[config.mk]
export PLATFORM = sky130hd
export DESIGN_NAME = dp1m4_row
export DESIGN_NICKNAME = d
export VERILOG_FILES = /design/src/rtl/dp1m4_row.sv
export SDC_FILE = /design/constraint.sdc
export NUM_CORES = 1
export LEC_CHECK = 0
export BUFFER_PORTS_ARGS = -buffer_cell sky130_fd_sc_hd__buf_2
export CORE_MARGIN = 4
export CORE_UTILIZATION = 55
export CTS_BUF_LIST = sky130_fd_sc_hd__clkbuf_16
export DETAILED_ROUTE_END_ITERATION = 16
export PLACE_DENSITY = 0.78
export SLEW_MARGIN = 20
export SYNTH_ARGS = -nofsm -noshare
export SYNTH_HDL_FRONTEND = slang
export SYNTH_SLANG_ARGS = --single-unit
export TNS_END_PERCENT = 10
[constraint.sdc]
create_clock -name clk -period 8.9 [get_ports clk]
set_input_delay 0.89 -clock clk [delete_from_list [all_inputs] [get_ports clk]]
set_output_delay 0.89 -clock clk [all_outputs]
set_load 0.01 [all_outputs]
[src/rtl/dp1m4_row.sv]
// One row of a weight-stationary 2:4 structured-sparse systolic MAC array; psum_out is 1 cycle after psum_in, load_out is load delayed 1 cycle.
// No backpressure: every column accepts psum_in on each execute cycle. Define DP1M4_SIGNED_EN for two's-complement weights, activations and psums.
module dp1m4_row #(
  parameter int col     = 4,
  parameter int bw      = 4,
  parameter int psum_bw = 20,
  parameter int nnz     = 8,
  parameter int ncol    = 2,
  parameter int total   = 16
) (
  input  logic                   clk,
  input  logic                   reset,
  input  logic [nnz*bw-1:0]      weights_flat,
  input  logic [total-1:0]       weight_mask,
  input  logic [2*bw-1:0]        activation_flat,
  input  logic [3:0]             activation_index_flat,
  input  logic                   load,
  input  logic                   execute,
  input  logic                   a_select,
  input  logic [col*psum_bw-1:0] psum_in_flat,
  output logic                   load_out,
  output logic [col*psum_bw-1:0] psum_out_flat
);

  logic [nnz*bw-1:0]      r_w;
  logic [total-1:0]       r_m;
  logic [2*bw-1:0]        r_a;
  logic [3:0]             r_i;
  logic [col*psum_bw-1:0] r_psum;
  logic                   r_load_out;
  logic [col*psum_bw-1:0] w_psum_nxt;

  // Product of one lane against one column. The compressed weight slot is the
  // rank of the hit position among the set mask bits; ranks past ncol are dropped.
  function automatic logic [psum_bw-1:0] lane_prod(
    input logic [3:0]         m,
    input logic [1:0]         p,
    input logic [ncol*bw-1:0] wv,
    input logic [bw-1:0]      a
  );
    int               cnt;
    logic             hit;
    logic [bw-1:0]    wk;
    logic [2*bw-1:0]  prod;
    cnt  = 0;
    hit  = 1'b0;
    wk   = '0;
    for (int q = 0; q < 4; q++) begin
      if (q < int'(p) && m[q]) cnt++;
    end
    for (int kk = 0; kk < ncol; kk++) begin
      if (kk == cnt) begin
        wk  = wv[kk*bw +: bw];
        hit = m[p];
      end
    end
`ifdef DP1M4_SIGNED_EN
    prod = $signed(wk) * $signed(a);
    lane_prod = hit ? {{(psum_bw-2*bw){prod[2*bw-1]}}, prod} : '0;
`else
    prod = wk * a;
    lane_prod = hit ? {{(psum_bw-2*bw){1'b0}}, prod} : '0;
`endif
  endfunction

  for (genvar c = 0; c < col; c++) begin : g_col
    logic [psum_bw-1:0] w_prod0;
    logic [psum_bw-1:0] w_prod1;
    assign w_prod0 = lane_prod(r_m[c*4 +: 4], r_i[1:0], r_w[c*ncol*bw +: ncol*bw], r_a[bw-1:0]);
    assign w_prod1 = lane_prod(r_m[c*4 +: 4], r_i[3:2], r_w[c*ncol*bw +: ncol*bw], r_a[2*bw-1:bw]);
    // Same addition for signed and unsigned: two's-complement wrap is identical.
    assign w_psum_nxt[c*psum_bw +: psum_bw] = psum_in_flat[c*psum_bw +: psum_bw] + w_prod0 + w_prod1;
  end

  always_ff @(posedge clk) begin
    if (!reset) begin
      r_w        <= '0;
      r_m        <= '0;
      r_a        <= '0;
      r_i        <= '0;
      r_psum     <= '0;
      r_load_out <= 1'b0;
    end else begin
      r_load_out <= load;
      if (load) begin
        r_w <= weights_flat;
        r_m <= weight_mask;
      end else if (!a_select) begin
        r_a <= activation_flat;
        r_i <= activation_index_flat;
      end
      // Uses the activations registered before this edge, giving the 1-cycle lag.
      if (execute && !load) begin
        r_psum <= w_psum_nxt;
      end
    end
  end

  assign load_out      = r_load_out;
  assign psum_out_flat = r_psum;

endmodule

Word level (Yosys, flattened, before mapping). Index checks and enable logic that the tools add are counted.

Bits in writable memories: 0. Bits in registers: 141. Output and inout port bits: 81. ROM bits: 0. Bits in latches: 0. Memories: 0. Logic and storage cells: 171.

Reduce and logical (&&, ||, !) cells: 35. Shifts and indexed selects: 0. Add/sub/neg operators: 24. Div/mod/pow operators: 0. Mux-type cells: 80. Bitwise logic cells: 2. Order comparisons: 8. Multiply operators: 8. Eq/ne operators: 8.

Operator list (count): 32-bit by 2-bit adder with 32-bit output (second input constant) (16); 32-bit 2-to-1 mux (16); 2-bit by 32-bit == test with 1-bit output (first input constant) (8); 32-bit logical NOT (8); 20-bit by 8-bit adder with 20-bit output (8); 4-bit by 4-bit multiplier with 8-bit output (8); 4-bit 2-to-1 mux (16); 8-bit 2-to-1 mux (8); 1-bit 2-to-1 mux (32); 1-bit logical AND (25); 1-bit binary-select mux with 2-bit select (8); 1-bit by 2-bit less-than comparator with 1-bit output (first input constant) (4); 2-bit by 3-bit less-than comparator with 1-bit output (second input constant) (2); 2-bit less-than comparator (first input constant) (2); 1-bit NOT (2); 2-bit AND reduction (1); 1-bit logical NOT (1).

Longest topological paths before layout.
Depth after elaboration: 14. Gate-level depth with buffers: 29. Depth with buffers taken out: 25.

Least setup slack after synthesis. No wires, ideal clock.

Path kind: flip-flop to flip-flop. Start point: reg r_i[1]. End point: reg r_psum[71] (netlist: psum_out_flat[71]). Slack: 2818 ps. Buffers on the path: 3. Arrival time: 5959 ps. Library setup time: 124 ps. Period minus slack after synthesis: 6082 ps. Stages on the path, launching flop included: 29. Path through: dfxtp_1 buf_4 clkbuf_1 and2_1 inv_1 ha_1 clkbuf_1 nand2_1 mux2i_1 a32oi_1 o21ai_0 nand2_1 fa_1 inv_1 fa_1 inv_1 fa_1 inv_1 a21o_1 a21oi_1 xor2_1 nor2_1 fa_1 ha_1 a21o_1 a211oi_1 a21oi_1 a211oi_1 nor3_1.

Longest elaborated chain between the ends: 14. Elaborated cells between the ends (all ways): 23. Those cells by class: 4 x add/sub; 1 x mul; 3 x order compare; 1 x eq/ne; 10 x mux; 4 x reduce/logical.

Ends and longest elaborated chain: start: declaration (RTL line 28) `logic [3:0] r_i;`; start signal: assignment (RTL line 90) `r_i <= activation_index_flat;`; 1-bit by 2-bit less-than comparator with 1-bit output (RTL line 49) `if (q < int'(p) && m[q]) cnt++;`; 1-bit logical AND (RTL line 49); 1-bit 2-to-1 mux (RTL line 49); 32-bit by 2-bit adder with 32-bit output (RTL line 49); 32-bit 2-to-1 mux (RTL line 49); 32-bit by 2-bit adder with 32-bit output (RTL line 49); 32-bit 2-to-1 mux (RTL line 49); 32-bit logical NOT (RTL line 52) `if (kk == cnt) begin`; 4-bit 2-to-1 mux (2 in series) (RTL line 52); 4-bit by 4-bit multiplier with 8-bit output (RTL line 61) `prod = wk * a;`; 8-bit 2-to-1 mux * (RTL line 62) `lane_prod = hit ? {{(psum_bw-2*bw){1'b0}}, prod} : '0;`; 20-bit by 8-bit adder with 20-bit output * (2 in series) (RTL line 72) `assign w_psum_nxt[c*psum_bw +: psum_bw] = psum_in_flat[c*psum_bw +: psum_bw] + w_prod0 + w_prod1;`; end signal: assignment (RTL line 94) `r_psum <= w_psum_nxt;`; end: declaration (RTL line 29) `logic [col*psum_bw-1:0] r_psum;`.

Mark *: on every way between the ends. The rest lies on a longest branch, timed or not. The select of a mux whose other input is x is not followed. A chain may end at the register's enable or synchronous reset.

Final worst setup path.
Start point: reg r_i[0]. End point: reg r_psum[32] (netlist: psum_out_flat[32]).

Same word-level chain as after synthesis.

==> summary.md <==
The tools report the source of the critical timing path as r_i[0]$_SDFFE_PN0P_. The run gives 0 as the total congestion overflow. The worst path needs 6.895 ns of the cycle, external delays included. Post-CTS timing repair inserted 0 buffers for setup. The run gives 27120 µm as the half-perimeter wire length after detailed placement. In this run, the number of DRC markers left after iteration 0 of detailed routing was 1007. At the end of routability-driven placement, the weighted congestion stood at 0.9097. 226 I/O pins were placed. Count of max-cap constraint violations: 0. The top cell types in the final layout, fill and taps aside, are 224 x sky130_fd_sc_hd__buf_2, 152 x sky130_fd_sc_hd__nand2_1, 144 x sky130_fd_sc_hd__ha_1.

In this run the power spent charging and discharging nets is 510.8 µW. Clock tree synthesis selected as its root buffer the cell sky130_fd_sc_hd__clkbuf_16. The H-tree generated during clock tree synthesis spans 4 levels. The routing usage on met1 came out at 0.2957. The tools report the initial core utilization as 0.5600.

The share of total power consumed by net switching came out at 0.2967. When the netlist entered floorplanning its net count stood at 1983. The logs give 0.415 for the clock network fraction of design power and 4 for the number of antenna violations at the first check in global routing. The run finished with clean final reports. Total standard cell area after synthesis: 0.01362 mm².

TritonCTS built the clock tree. In the post-synthesis netlist, the biggest area contributors are sky130_fd_sc_hd__dfxtp_1 21%, sky130_fd_sc_hd__ha_1 13%, sky130_fd_sc_hd__fa_1 10%. The distinct cell type count of the synthesized netlist is 66, and the total number of nets in the final design is 2166. Setup repair after global routing left no endpoint under its margin. The first-pass GRT wire length was 57330 µm; the fraction of the cycle the final worst path needs was 0.7747. The floorplan step defined a die boundary enclosing 0.02734 mm². In the final routed layout, each cell accounts on average for 16.38 µm.

After clock tree synthesis, the clock-pin slew on the worst setup and hold paths is 0.07 ns. The aggregate global-route resource usage was 0.2546; the antenna violation net count after detailed routing was 0. The via count of the first global-routing pass was 12104. The final hold slack came out at 0.4589 ns. The met3 routing resource usage after global routing is 0.04517. In the synthesized netlist the dominant register cell turns out to be sky130_fd_sc_hd__dfxtp_1. In this run the power density over the cells is 111.2 mW/mm². The number of sinks on the clock net is 141, and the maximum operating frequency is 145.0 MHz. For the power share of the sequential group, the log shows 0.412. The analysis attributes to cell leakage a power of 7.747 nW.

The final core area utilization came out at 0.6365. The endpoint type of the worst setup path was a register. The logs give 2 for the maximum clock path buffer count and 0.3138 for the worst relative slew slack. Data arrives at the worst endpoint at 7.17 ns. The post-synthesis sequential area ratio is 0.2073. Between clock sinks in the finished design, the worst skew comes to 0.01508 ns.

Input and output buffers added on the ports amount to 225. Average vias per placed instance: 5.808. The most common library cell in the layout ignoring fill and taps was sky130_fd_sc_hd__buf_2. The tools report the number of hold violations in the final report as 0.

After detailed routing, the total wire length is 35180 µm. The met2 capacity usage during global routing was 0.4740; the register bit count reported by yosys was 141. The synthesis warning total is 0, and the final-layout setup total negative slack is 0 ns.

The vertical extent of the die is 165.4 µm, and the overall die width is 165.4 µm. The tools report the cell internal power dissipation as 1.211 mW. In this run the worst hold path is classified as reg2reg. Each instance of the synthesized netlist takes up on average 8.376 µm². The run gives 0 as the number of max-slew violations in the final report. The floorplan core area came out at 0.02432 mm². The critical hold path startpoint is psum_out_flat[63]$_SDFFE_PN0P_. The number of standard-cell rows in the floorplan was 57. In this run the worst path has a maximum fanout of 15. The total placed instance area was 0.01491 mm². Data on the critical path is required at its endpoint by 9.18 ns.

Number of iterations in the first detailed-routing pass: 5. Type of the setup path with the least slack: reg2reg. VDD sags by at most 99.95 µV. STA classifies the critical path startpoint as a register. The layout cell share with drive strength beyond 1 was 0.1565; the pin count of the biggest net entering global routing was 118.

The post-synthesis to final-layout area growth is 13.66%. The detailed router placed 12469 vias in this run. The worst register-to-register path begins at r_i[0]$_SDFFE_PN0P_. Number of hold buffers added after cts: 0. Synthesis handed over a netlist of 1626 instances. The share of async-settable or async-resettable flops after synthesis is 0. Clock network latency to the later pin of the worst-skew pair: 0.42 ns. The fraction of synthesized cell area taken by the top area cell type works out to 0.2073. The cell type with the highest aggregate area in the netlist is sky130_fd_sc_hd__dfxtp_1. The summed area of non-filler cells in the final layout was 0.01548 mm²; the number of synthesized flops with an enable pin was 0.

TritonCTS created 17 clock buffers. Setup violations remaining at the end of the flow were counted as 0. For the part of the total power dissipated in combinational logic, the log shows 0.173.

For the pin with the worst max-slew slack, the measured transition is 1.029 ns. The final non-filler cell total is 2147, and the cell total after placement is 2114. After clock tree synthesis, the repair step resized 0 gates. The layer flagged by global routing as most heavily used is met2. After detailed routing, the number of remaining DRC violations is 0.
## layout make-up
class / count / area [µm²]
sequential: 141 / 2823
inverter: 121 / 454.2
timing repair buffer: 230 / 1166
antenna: 2 / 5.005
clock buffer: 17 / 425.4
multi-input combinational: 1298 / 10060
fill: 2103 / 8840
clock inverter: 14 / 143.9
tap: 324 / 405.4
## cell families after synthesis
| family | count (synthesis) | share of synthesized area |
|---|---|---|
| simple gates | 573 | 0.2222 |
| mux | 71 | 0.05953 |
| xor+xnor | 37 | 0.02379 |
| flops | 141 | 0.2073 |
| buf+inv | 187 | 0.05503 |
| compound gates | 405 | 0.1999 |
| fa+ha+maj | 212 | 0.2322 |
## state kept, by name, summed over array words and instances (netlist names)
signal	cells
load_out	1
r_m	16
r_i	4
r_w	32
psum_out_flat	80
r_a	8
## synthesized netlist by cell type (18+ instances only)
cell type and instances:
sky130_fd_sc_hd__a211oi_1 19, sky130_fd_sc_hd__a21boi_0 32, sky130_fd_sc_hd__a21o_1 36, sky130_fd_sc_hd__a21oi_1 63, sky130_fd_sc_hd__a22oi_1 26, sky130_fd_sc_hd__a31oi_1 18, sky130_fd_sc_hd__and2_1 124, sky130_fd_sc_hd__clkbuf_1 39
sky130_fd_sc_hd__dfxtp_1 141, sky130_fd_sc_hd__fa_1 68, sky130_fd_sc_hd__ha_1 144, sky130_fd_sc_hd__inv_1 121, sky130_fd_sc_hd__mux2i_1 63, sky130_fd_sc_hd__nand2_1 152, sky130_fd_sc_hd__nand3_1 37, sky130_fd_sc_hd__nor2_1 57
sky130_fd_sc_hd__nor2b_1 74, sky130_fd_sc_hd__nor3_1 44, sky130_fd_sc_hd__o211a_1 25, sky130_fd_sc_hd__o21ai_0 109, sky130_fd_sc_hd__xor2_1 27
## critical path, cell delays in order, from the launching register on
cell,delay [ns]
sky130_fd_sc_hd__dfxtp_1,0.71
sky130_fd_sc_hd__o21ai_0,0.25
sky130_fd_sc_hd__ha_1,0.40
sky130_fd_sc_hd__nand2_1,0.07
sky130_fd_sc_hd__mux2i_1,0.26
sky130_fd_sc_hd__a22oi_1,0.15
sky130_fd_sc_hd__o21ai_0,0.42
sky130_fd_sc_hd__nand2_1,0.15
sky130_fd_sc_hd__fa_1,0.56
sky130_fd_sc_hd__inv_1,0.05
sky130_fd_sc_hd__fa_1,0.60
sky130_fd_sc_hd__ha_1,0.25
sky130_fd_sc_hd__a21o_1,0.15
sky130_fd_sc_hd__a21oi_1,0.27
sky130_fd_sc_hd__o211ai_1,0.13
sky130_fd_sc_hd__o41ai_1,0.08
sky130_fd_sc_hd__o21ai_0,0.21
sky130_fd_sc_hd__fa_1,0.54
sky130_fd_sc_hd__inv_1,0.05
sky130_fd_sc_hd__ha_1,0.35
sky130_fd_sc_hd__and3_1,0.21
sky130_fd_sc_hd__a221oi_2,0.59
sky130_fd_sc_hd__or3_1,0.21
sky130_fd_sc_hd__a31oi_1,0.08
## worst paths after layout
check / endpoint / slack, ns / cells after the start
worst max-delay path: psum_out_flat[32]$_SDFFE_PN0P_ / 2.01 / 23
worst min-delay path: psum_out_flat[63]$_SDFFE_PN0P_ / 0.46 / 2
worst max register to register: psum_out_flat[32]$_SDFFE_PN0P_ / 2.01 / 23
worst min register to register: psum_out_flat[63]$_SDFFE_PN0P_ / 0.46 / 2
## layer usage
layer,share of wire,wire length (µm),vias up
met4,0.025,867,8
met5,0.0014,51,-
met3,0.054,1897,76
met2,0.52,18320,358
met1,0.40,14040,5910
li1,-,-,6117
## through the flow
step	total power, mW	setup WS (ns)
after floorplan	0.9003	2.818
after global placement	1.012	2.296
after detailed placement	1.020	1.958
after CTS	1.734	1.946
after global routing	1.801	1.480
final	1.722	2.006
## power by group through the flow
stage | clock network, mW | logic (mW) | registers, mW
after floorplan | 0 | 0.186 | 0.714
after global placement | 0 | 0.290 | 0.722
after detailed placement | 0 | 0.297 | 0.722
after CTS | 0.726 | 0.300 | 0.708
after global routing | 0.753 | 0.335 | 0.714
final | 0.714 | 0.299 | 0.709
Power figures use the tool's default switching activity.
